$ cat config.mk
export PLATFORM = sky130hd
export DESIGN_NAME = multi_dp
export DESIGN_NICKNAME = d
export VERILOG_FILES = /design/src/rtl/multi_dp_pkg.sv /design/src/rtl/multi_dp_regfile.sv /design/src/rtl/multi_dp.sv
export SDC_FILE = /design/constraint.sdc
export NUM_CORES = 2
export LEC_CHECK = 0
export CORE_UTILIZATION = 50
export DETAILED_ROUTE_END_ITERATION = 8
export MAX_ROUTING_LAYER = met4
export PLACE_DENSITY = 0.69
export REMOVE_ABC_BUFFERS = 1
export SETUP_SLACK_MARGIN = 0.3
export SLEW_MARGIN = 20
export SYNTH_ARGS = -nofsm -noshare
export SYNTH_HDL_FRONTEND = slang
export SYNTH_SLANG_ARGS = --single-unit
$ cat constraint.sdc
create_clock -name clk -period 4.8 [get_ports clk]
set_input_delay 0.96 -clock clk [delete_from_list [all_inputs] [get_ports clk]]
set_output_delay 0.96 -clock clk [all_outputs]
set_load 0.01 [all_outputs]
$ cat src/rtl/multi_dp_pkg.sv
// Shared encodings for the multi-cycle MIPS-subset datapath: opcodes, funct
// codes, control-FSM states and ALU operations.
package multi_dp_pkg;

  localparam logic [5:0] OP_RTYPE = 6'h00;
  localparam logic [5:0] OP_J     = 6'h02;
  localparam logic [5:0] OP_BEQ   = 6'h04;
  localparam logic [5:0] OP_ADDI  = 6'h08;
  localparam logic [5:0] OP_LW    = 6'h23;
  localparam logic [5:0] OP_SW    = 6'h2B;
  localparam logic [5:0] OP_HALT  = 6'h3F;

  localparam logic [5:0] FN_ADD = 6'h20;
  localparam logic [5:0] FN_SUB = 6'h22;
  localparam logic [5:0] FN_AND = 6'h24;
  localparam logic [5:0] FN_OR  = 6'h25;
  localparam logic [5:0] FN_SLT = 6'h2A;

  typedef enum logic [2:0] {
    ST_FETCH  = 3'd0,
    ST_DECODE = 3'd1,
    ST_EXEC   = 3'd2,
    ST_MEM    = 3'd3,
    ST_WB     = 3'd4,
    ST_HALT   = 3'd5
  } state_e;

  typedef enum logic [2:0] {
    ALU_ADD = 3'd0,
    ALU_SUB = 3'd1,
    ALU_AND = 3'd2,
    ALU_OR  = 3'd3,
    ALU_SLT = 3'd4
  } alu_op_e;

  function automatic logic funct_known(input logic [5:0] fn);
    return fn inside {FN_ADD, FN_SUB, FN_AND, FN_OR, FN_SLT};
  endfunction

  function automatic alu_op_e funct_to_alu(input logic [5:0] fn);
    case (fn)
      FN_SUB:  return ALU_SUB;
      FN_AND:  return ALU_AND;
      FN_OR:   return ALU_OR;
      FN_SLT:  return ALU_SLT;
      default: return ALU_ADD;
    endcase
  endfunction

endpackage

$ cat src/rtl/multi_dp_regfile.sv
// 32-entry register file: two async read ports, one debug read port, one
// synchronous write port. R0 is hardwired to zero and has no storage.
module multi_dp_regfile #(
  parameter int DATA_W = 32
) (
  input  logic              clk,
  input  logic              rst_n,
  input  logic [4:0]        raddr_a,
  input  logic [4:0]        raddr_b,
  input  logic [4:0]        dbg_raddr,
  output logic [DATA_W-1:0] rdata_a,
  output logic [DATA_W-1:0] rdata_b,
  output logic [DATA_W-1:0] dbg_rdata,
  input  logic              wr_en,
  input  logic [4:0]        wr_addr,
  input  logic [DATA_W-1:0] wr_data
);

  logic [DATA_W-1:0] regs_q [1:31];
  logic [DATA_W-1:0] regs_d [1:31];

  always_comb begin
    regs_d = regs_q;
    if (wr_en && (wr_addr != 5'd0)) regs_d[wr_addr] = wr_data;
  end

  // NOTE: this array is cleared by reset because software relies on all
  // registers reading zero after reset; a plain RAM would normally not be.
  always_ff @(posedge clk or negedge rst_n) begin
    if (!rst_n) begin
      for (int i = 1; i < 32; i++) regs_q[i] <= '0;
    end else begin
      regs_q <= regs_d;
    end
  end

  assign rdata_a   = (raddr_a   == 5'd0) ? '0 : regs_q[raddr_a];
  assign rdata_b   = (raddr_b   == 5'd0) ? '0 : regs_q[raddr_b];
  assign dbg_rdata = (dbg_raddr == 5'd0) ? '0 : regs_q[dbg_raddr];

endmodule

$ cat src/rtl/multi_dp.sv
// Multi-cycle MIPS-subset CPU datapath: one shared ALU, one unified memory
// port with req/ready handshake, control FSM FETCH/DECODE/EXEC/MEM/WB/HALT.
module multi_dp
  import multi_dp_pkg::*;
#(
  parameter int                DATA_W   = 32,
  parameter int                ADDR_W   = 32,
  parameter logic [ADDR_W-1:0] RESET_PC = '0
) (
  input  logic              clk,
  input  logic              rst_n,
  output logic              mem_req,
  output logic              mem_we,
  output logic [ADDR_W-1:0] mem_addr,
  output logic [DATA_W-1:0] mem_wdata,
  input  logic [DATA_W-1:0] mem_rdata,
  input  logic              mem_ready,
  output logic [ADDR_W-1:0] pc_out,
  output logic              halted,
  output logic              retire,
  input  logic [4:0]        dbg_raddr,
  output logic [DATA_W-1:0] dbg_rdata
);

  state_e            state_q, state_d;
  logic [ADDR_W-1:0] pc_q, pc_d;
  logic [31:0]       ir_q, ir_d;
  logic [DATA_W-1:0] a_q, a_d, b_q, b_d, imm_q, imm_d;
  logic [DATA_W-1:0] alu_out_q, alu_out_d, mdr_q, mdr_d;
  logic              retire_q, retire_d;

  logic [DATA_W-1:0] rdata_a, rdata_b;
  logic              wr_en;
  logic [4:0]        wr_addr;
  logic [DATA_W-1:0] wr_data;
  logic              req;

  logic [5:0]        opcode, funct;
  alu_op_e           alu_op;
  logic [DATA_W-1:0] alu_b, alu_res;
  logic              slt_bit;
  logic signed [DATA_W-1:0] br_off;
  logic [27:0]       j_low;
  logic [ADDR_W-1:0] jump_target;

  assign opcode = ir_q[31:26];
  assign funct  = ir_q[5:0];

  multi_dp_regfile #(.DATA_W(DATA_W)) u_regfile (
    .clk       (clk),
    .rst_n     (rst_n),
    .raddr_a   (ir_q[25:21]),
    .raddr_b   (ir_q[20:16]),
    .dbg_raddr (dbg_raddr),
    .rdata_a   (rdata_a),
    .rdata_b   (rdata_b),
    .dbg_rdata (dbg_rdata),
    .wr_en     (wr_en),
    .wr_addr   (wr_addr),
    .wr_data   (wr_data)
  );

  // Shared ALU: R-type uses B, every other user (addi, lw/sw address) uses imm.
  always_comb begin
    alu_op  = (opcode == OP_RTYPE) ? funct_to_alu(funct) : ALU_ADD;
    alu_b   = (opcode == OP_RTYPE) ? b_q : imm_q;
    slt_bit = $signed(a_q) < $signed(alu_b);
    case (alu_op)
      ALU_SUB: alu_res = a_q - alu_b;
      ALU_AND: alu_res = a_q & alu_b;
      ALU_OR:  alu_res = a_q | alu_b;
      ALU_SLT: alu_res = {{(DATA_W-1){1'b0}}, slt_bit};
      default: alu_res = a_q + alu_b;
    endcase
  end

  // Branch offset is sign-extended into the PC width; jump keeps PC's top bits
  // above bit 27 and, for narrow PCs, simply drops the upper target bits.
  assign br_off      = $signed({imm_q[DATA_W-3:0], 2'b00});
  assign j_low       = {ir_q[25:0], 2'b00};
  assign jump_target = (pc_q & ~ADDR_W'(28'hFFF_FFFF)) | ADDR_W'(j_low);

  // NOTE: every signal written here gets a default first, so no path through
  // the case statement can leave one unassigned and infer a latch.
  always_comb begin
    state_d   = state_q;
    pc_d      = pc_q;
    ir_d      = ir_q;
    a_d       = a_q;
    b_d       = b_q;
    imm_d     = imm_q;
    alu_out_d = alu_out_q;
    mdr_d     = mdr_q;
    retire_d  = 1'b0;
    req       = 1'b0;
    mem_we    = 1'b0;
    mem_addr  = pc_q;
    wr_en     = 1'b0;
    wr_addr   = ir_q[20:16];
    wr_data   = alu_out_q;

    case (state_q)
      ST_FETCH: begin
        req = 1'b1;
        if (mem_ready) begin
          ir_d    = mem_rdata[31:0];
          pc_d    = pc_q + ADDR_W'(4);
          state_d = ST_DECODE;
        end
      end
      ST_DECODE: begin
        a_d   = rdata_a;
        b_d   = rdata_b;
        imm_d = {{(DATA_W-16){ir_q[15]}}, ir_q[15:0]};
        case (opcode)
          OP_RTYPE: begin
            if (funct_known(funct)) begin
              state_d = ST_EXEC;
            end else begin
              state_d  = ST_FETCH;
              retire_d = 1'b1;
            end
          end
          OP_ADDI, OP_LW, OP_SW, OP_BEQ, OP_J: state_d = ST_EXEC;
          OP_HALT: begin
            state_d  = ST_HALT;
            retire_d = 1'b1;
          end
          default: begin
            state_d  = ST_FETCH;
            retire_d = 1'b1;
          end
        endcase
      end
      ST_EXEC: begin
        alu_out_d = alu_res;
        case (opcode)
          OP_RTYPE, OP_ADDI: state_d = ST_WB;
          OP_LW, OP_SW:      state_d = ST_MEM;
          OP_BEQ: begin
            if (a_q == b_q) pc_d = pc_q + ADDR_W'(br_off);
            state_d  = ST_FETCH;
            retire_d = 1'b1;
          end
          OP_J: begin
            pc_d     = jump_target;
            state_d  = ST_FETCH;
            retire_d = 1'b1;
          end
          default: begin
            state_d  = ST_FETCH;
            retire_d = 1'b1;
          end
        endcase
      end
      ST_MEM: begin
        req      = 1'b1;
        mem_we   = (opcode == OP_SW);
        mem_addr = ADDR_W'(alu_out_q);
        if (mem_ready) begin
          if (opcode == OP_SW) begin
            state_d  = ST_FETCH;
            retire_d = 1'b1;
          end else begin
            mdr_d   = mem_rdata;
            state_d = ST_WB;
          end
        end
      end
      ST_WB: begin
        wr_en    = 1'b1;
        state_d  = ST_FETCH;
        retire_d = 1'b1;
        case (opcode)
          OP_RTYPE: wr_addr = ir_q[15:11];
          OP_LW:    wr_data = mdr_q;
          default:  ;
        endcase
      end
      ST_HALT: ;
      default: state_d = ST_FETCH;
    endcase
  end

  // Reset parks the FSM in FETCH, which would otherwise request; gating with
  // rst_n drops the request the moment reset asserts.
  assign mem_req   = req & rst_n;
  assign mem_wdata = b_q;
  assign pc_out    = pc_q;
  assign halted    = (state_q == ST_HALT);
  assign retire    = retire_q;

  // NOTE: state registers use non-blocking assignments so every flop samples
  // the pre-edge values of the others, independent of statement order.
  always_ff @(posedge clk or negedge rst_n) begin
    if (!rst_n) begin
      state_q   <= ST_FETCH;
      pc_q      <= RESET_PC;
      ir_q      <= '0;
      a_q       <= '0;
      b_q       <= '0;
      imm_q     <= '0;
      alu_out_q <= '0;
      mdr_q     <= '0;
      retire_q  <= 1'b0;
    end else begin
      state_q   <= state_d;
      pc_q      <= pc_d;
      ir_q      <= ir_d;
      a_q       <= a_d;
      b_q       <= b_d;
      imm_q     <= imm_d;
      alu_out_q <= alu_out_d;
      mdr_q     <= mdr_d;
      retire_q  <= retire_d;
    end
  end

endmodule

# [Word level (Yosys, flattened, before mapping)]
# Index checks and enable logic that the tools add are counted.
[op_classes] eq_ne=25 mux=44 n_lt_le_gt_ge=6 n_addsub=4 reduce_logical=19 bitwise=10
[ops] cell="992-bit bitwise mux" count=1
[ops] cell="32-bit two-way mux" count=16
[ops] cell="32-bit binary-select mux with 5-bit select" count=3
[ops] cell="32-bit demux with 5-bit select" count=1
[ops] cell="32-bit one-hot mux with 2 select lines" count=2
[ops] cell="32-bit one-hot mux with 4 select lines" count=1
[ops] cell="32-bit adder" count=2
[ops] cell="6-bit == test, second input constant" count=8
[ops] cell="32-bit by 3-bit adder with 32-bit output, second input constant" count=1
[ops] cell="32-bit bitwise AND" count=1
[ops] cell="32-bit == test" count=1
[ops] cell="32-bit less-than comparator" count=1
[ops] cell="32-bit by 28-bit OR with 32-bit output" count=1
[ops] cell="32-bit OR" count=1
[ops] cell="32-bit subtractor" count=1
[ops] cell="6-bit >= comparator, second input constant" count=4
[ops] cell="5-bit NOT with 6-bit output" count=4
[ops] cell="5-bit zero test" count=3
[ops] cell="3-bit one-hot mux with 5 select lines" count=1
[ops] cell="3-bit by 2-bit == test with 1-bit output, second input constant" count=4
[ops] cell="3-bit two-way mux" count=4
[ops] cell="3-bit one-hot mux with 4 select lines" count=1
[ops] cell="5-bit two-way mux" count=2
[ops] cell="5-bit nonzero test" count=2
[ops] cell="other kinds (27)" count=42
[word_totals] wordCells=148 output_inout_bits=132 input_bits=40 regBits=1204

# [Longest topological paths before layout]
[depth] depth_word=9 ltp_mapped=19 ltp_nobuf=15

# [Modules after synthesis]
# From an unflattened synthesis, not the netlist that was laid out.
[hier_totals] hier_cells=6082 area_unflattened_um2=77309.1
[modules_own_cells] module="multi_dp_regfile" cells_per_inst=4121 seq_area_each_um2=24823.8 instances=1 area_each_um2=60676.9
[modules_own_cells] module="multi_dp" cells_per_inst=1961 seq_area_each_um2=5255.0 instances=1 area_each_um2=16632.2

# [Worst setup path after synthesis]
# OpenSTA, ideal clock, no wires.
[synth_path] kind="reg-to-reg" startpoint="register ir_q[28]" endpoint="register alu_out_q[25]" setup_ns=0.141 slack_ns=0.558 stages_incl_launch_ff=18 arrival_ns=4.101 path_buffers=3 t_required_ns=4.659 synth_period_minus_slack_ns=4.242 path_cell_list="dfrtp_1 -> buf_2 -> nor3_4 -> and2_1 -> buf_4 -> clkbuf_1 -> mux2_2 -> inv_1 -> ha_1 -> nor3_1 -> nand3_1 -> a2111oi_1 -> o311ai_1 -> a2111oi_0 -> nor2_1 -> a221o_1 -> o21ai_0 -> a31oi_1"
[synth_via] elab_chain_cells=4 elab_cells_between_ends=12 classes_between="add/sub: 2; eq/ne: 4; mux: 3; bitwise: 2; reduce/logical: 1"
[synth_rtl] item="start, declared" line_no="multi_dp.sv:27" text="logic [31:0] ir_q, ir_d;"
[synth_rtl] item="start signal, assigned" line_no="multi_dp.sv:209" text="ir_q <= ir_d;"
[synth_rtl] item="6-bit zero test (*)" line_no="multi_dp.sv:65, multi_dp.sv:66"
[synth_rtl] item="32-bit two-way mux / 3-bit two-way mux (equally long branches)" line_no="multi_dp.sv:66, multi_dp.sv:65"
[synth_rtl] item="32-bit adder (tied with other cells)" line_no="multi_dp.sv:73" text="default: alu_res = a_q + alu_b;"
[synth_rtl] item="32-bit one-hot mux with 4 select lines (*)" line_no="multi_dp.sv:68" text="case (alu_op)"
[synth_rtl] item="end signal, assigned" line_no="multi_dp.sv:213" text="alu_out_q <= alu_out_d;"
[synth_rtl] item="end, declared" line_no="multi_dp.sv:29" text="logic [DATA_W-1:0] alu_out_q, alu_out_d, mdr_q, mdr_d;"
# Every way passes the cells marked *; elsewhere a longest branch is shown, timed or not.
# A chain may end at the register's enable or synchronous reset.

# [Final worst setup path]
[layout_path] startpoint="input port dbg_raddr[1]" endpoint="output port dbg_rdata[26]"
[layout_via] elab_chain_cells=5 elab_cells_between_ends=6 classes_between="mux: 4; bitwise: 1; reduce/logical: 1"
[layout_rtl] item="start, declared" line_no="multi_dp.sv:21" text="input logic [4:0] dbg_raddr,"
[layout_rtl] item="5-bit NOT with 6-bit output (implied by the code)" line_no="multi_dp_regfile.sv:39" text="assign dbg_rdata = (dbg_raddr == 5'd0) ? '0 : regs_q[dbg_raddr];"
[layout_rtl] item="32-bit binary-select mux with 5-bit select" line_no="multi_dp_regfile.sv:39"
[layout_rtl] item="32-bit two-way mux (implied by the code) (2 in a row)" line_no="multi_dp_regfile.sv:39"
[layout_rtl] item="32-bit two-way mux (*)" line_no="multi_dp_regfile.sv:39"
[layout_rtl] item="end, declared" line_no="multi_dp.sv:22" text="output logic [DATA_W-1:0] dbg_rdata"
# Every way passes the cells marked *; elsewhere a longest branch is shown, timed or not. The select of a mux whose other input is x is not followed.

==> flow_metrics.py <==
metrics = {
    "status": {
        "outcome": "complete, no violations",
    },
    "power": {
        "irDropWorstVdd_uv": 517,
        "power.density_nw_per_um2": 649,
        "comb_power_share_pct": 47.5,
        "internal_power_uw": 31400,
        "seq_power_share_pct": 32.6,
        "p_sw_uw": 23800,
        "swShare_pct": 43.1,
        "finalPower_uw": 55100,
        "clkPwrFrac_pct": 19.9,
        "leakage_uw": 0.0358,
    },
    "timing": {
        "drv_slew": 0,
        "hold_ws_ps": 23.1,
        "fin_crit_ps": 4510,
        "relSlewSlack_pct": 21.6,
        "fmax_ghz": 0.222,
        "skew_ps": 43.9,
        "worst_slack_ps": 292,
        "worstMarginPinSlew_ps": 1180,
        "setup_viol": 0,
        "rsz0062_at_grt": "yes",
        "hold_violations": 0,
        "fin_crit_sh_pct": 93.9,
    },
    "floorplanning": {
        "die_width_um": 389,
        "initial_core_util_pct": 50.6,
        "std_cell_rows": 141,
        "fp.dieH_um": 389,
        "die_area_um2": 152000,
        "io_pins": 172,
        "coreArea_um2": 148000,
    },
    "detailed_routing": {
        "post_drt_wl_per_cell_um": 31.5,
        "totalWireLength_um": 277000,
        "ant_nets": 0,
        "via_per_inst": 6.97,
        "first_pass_iters": 6,
        "drtIter0Drc": 8418,
        "num_vias": 61400,
        "drc": 0,
    },
    "critical_path": {
        "cp.required_ps": 3840,
        "cpPeakStageDelay_ps": 520,
        "crit_family": "multiplexers",
        "start_kind": "input port",
        "critPathSlowestCell": "clkdlybuf4s50_1",
        "cp.arrival_ps": 3550,
        "critPathMostFrequentCell": "mux2_2",
        "crit_chain": "buf_8 > buf_16 > mux2_2 > a22o_1 > mux4_2 > mux2_2 > clkdlybuf4s50_1",
        "crit_type": "input port to primary output",
        "critical_path_buf_inv_count": 3,
        "crit_fanout": 52,
        "cp-end-kind": "primary output",
    },
    "clock_tree": {
        "cts_tree": "built",
        "clkSinkCount": 1202,
        "insertion_delay_ps": 820,
        "path_clk_slew_ps": 60,
        "cts_root_buf": "clkbuf_16",
        "numCtsBuffers": 136,
        "clk_path_buf_depth": 3,
        "h-tree-depth": 4,
    },
    "logic_synthesis": {
        "synth_ff_type": "dfrtp_1",
        "ys_ff_latch": 1202,
        "synthArstFlopShare_pct": 100,
        "yosysSeqAreaShare_pct": 40.1,
        "synth_area_um2": 75100,
        "synth.distinct_cells": 88,
        "synth_edf_count": 0,
        "syn_inst": 6730,
        "synth-warning-count": 0,
        "syn_area_per_cell_um2": 11.2,
    },
    "layout": {
        "final.fill_count": 12100,
        "layout_commonest_cell": "dfrtp_1",
        "final_cell_mix": "1,190 x dfrtp_1, 864 x mux4_2, 763 x nand2_1",
        "fin_nets": 6853,
        "layout-drive-gt1-share_pct": 25.2,
        "synthToLayoutAreaGrowth_pct": 13.2,
    },
    "global_routing": {
        "grt_pass1_vias": 59300,
        "gr-total-overflow": 0,
        "track_usage_pct": 37.9,
        "grt_max_degree": 174,
        "grt_pass1_wl_um": 408000,
        "antenna_found_initial": 8,
    },
    "place": {
        "portBuffers": 169,
        "dp_hpwl_um": 179000,
        "dp_slack_ps": 79.3,
        "place_congestion": 0.996,
    },
    "job": {
        "maxCapViolations": 0,
    },
    "worst_hold_path": {
        "hold_class": "input port to asynchronous set/reset pin",
    },
}
## layout make-up
cell class | instances | area (um2) | area share, %
inverter | 120 | 458 | 0.539
timing repair buffer | 454 | 4770 | 5.61
sequential | 1202 | 30100 | 35.5
clock inverter | 54 | 669 | 0.788
tap | 2002 | 2500 | 2.95
multi-input combinational | 4769 | 42400 | 49.9
clock buffer | 196 | 3990 | 4.70
antenna | 8 | 20.0 | 0.0236
## layer usage
metal  track usage (%)  up-vias  routed length [um]
met2              54.5     4219              123000
met4              18.3        0               16100
met5                 -        -                   0
li1                  -    25100                   -
met1              50.4    31200              105000
met3              9.61      891               33100
## power groups by stage
stage | Sequential, uW | Clock [uW] | Combinational (uW)
final | 18000 | 11000 | 26200
after global routing | 18300 | 11400 | 27800
after CTS | 17800 | 11000 | 25500
after detailed placement | 17900 | 0 | 25300
after global placement | 17700 | 0 | 25000
after floorplan | 17000 | 0 | 15000
## sequential cells by signal, summed over array words and instances (netlist names)
| register | count |
|---|---|
| mem_wdata | 32 |
| u_regfile.regs_q | 992 |
| ir_q | 32 |
| retire | 1 |
| imm_q | 16 |
| state_q | 3 |
| alu_out_q | 32 |
| a_q | 32 |
| pc_out | 30 |
| mdr_q | 32 |
## stage by stage
stage / instances / TNS, ps / instance area [um2] / utilization, %
finish: 8805 / 0 / 84900 / 57.3
global route: 8803 / 0 / 84900 / 57.2
CTS: 8789 / 0 / 84800 / 57.1
detailed placement: 8532 / 0 / 79900 / 53.9
global placement: 8532 / 0 / 79900 / 53.9
floorplan: 6091 / -8002740 / 72500 / -
## Yosys cell counts, types with 58 or more instances
library cell	n	share of area (%)
buf_1	100	0.50
inv_1	117	0.59
a21oi_1	648	4.3
ha_1	127	2.1
dfrtp_1	1202	40
clkbuf_1	394	2.0
mux2_2	202	3.0
a22o_1	97	1.1
o21ai_0	617	4.1
buf_2	137	0.91
nor2_1	650	3.3
xnor2_1	58	0.68
nand2_1	780	3.9
mux2i_1	103	1.4
mux4_2	864	26
## final timing paths
kind | start | to | slack (ps) | cells after the start
setup / recovery | dbg_raddr[1] | dbg_rdata[26] | 290 | 7
hold / removal | rst_n | u_regfile.regs_q[652] | 20 | 1
setup reg to reg | ir_q[31] | alu_out_q[26] | 410 | 15
hold reg to reg | ir_q[10] | imm_q[10] | 500 | 2
max in group asynchronous | rst_n | u_regfile.regs_q[349] | 2790 | 3
min in group clk | ir_q[10] | imm_q[10] | 500 | 2
## what timing repair did
action | 4_1_cts | 5_1_grt
setup buffers | 6 | 7
resized for setup | 7 | 20
pin swaps | 0 | 2
gates cloned | 1 | 0
hold buffers | 0 | 0
endpoints found under the setup margin | 41 | 18
## kinds of logic (layout without fill, tap and decap cells)
group / Yosys count / in the layout / synth area share, %
flops: 1202 / 1202 / 40.1
other cells: 1 / 10 / 0.00500
mux: 1170 / 1170 / 30.4
buf+inv: 760 / 824 / 4.09
xor+xnor: 81 / 81 / 0.945
compound gates: 1707 / 1707 / 13.1
fa+ha+maj: 130 / 130 / 2.20
simple gates: 1679 / 1679 / 9.23
Power figures use the tool's default switching activity.
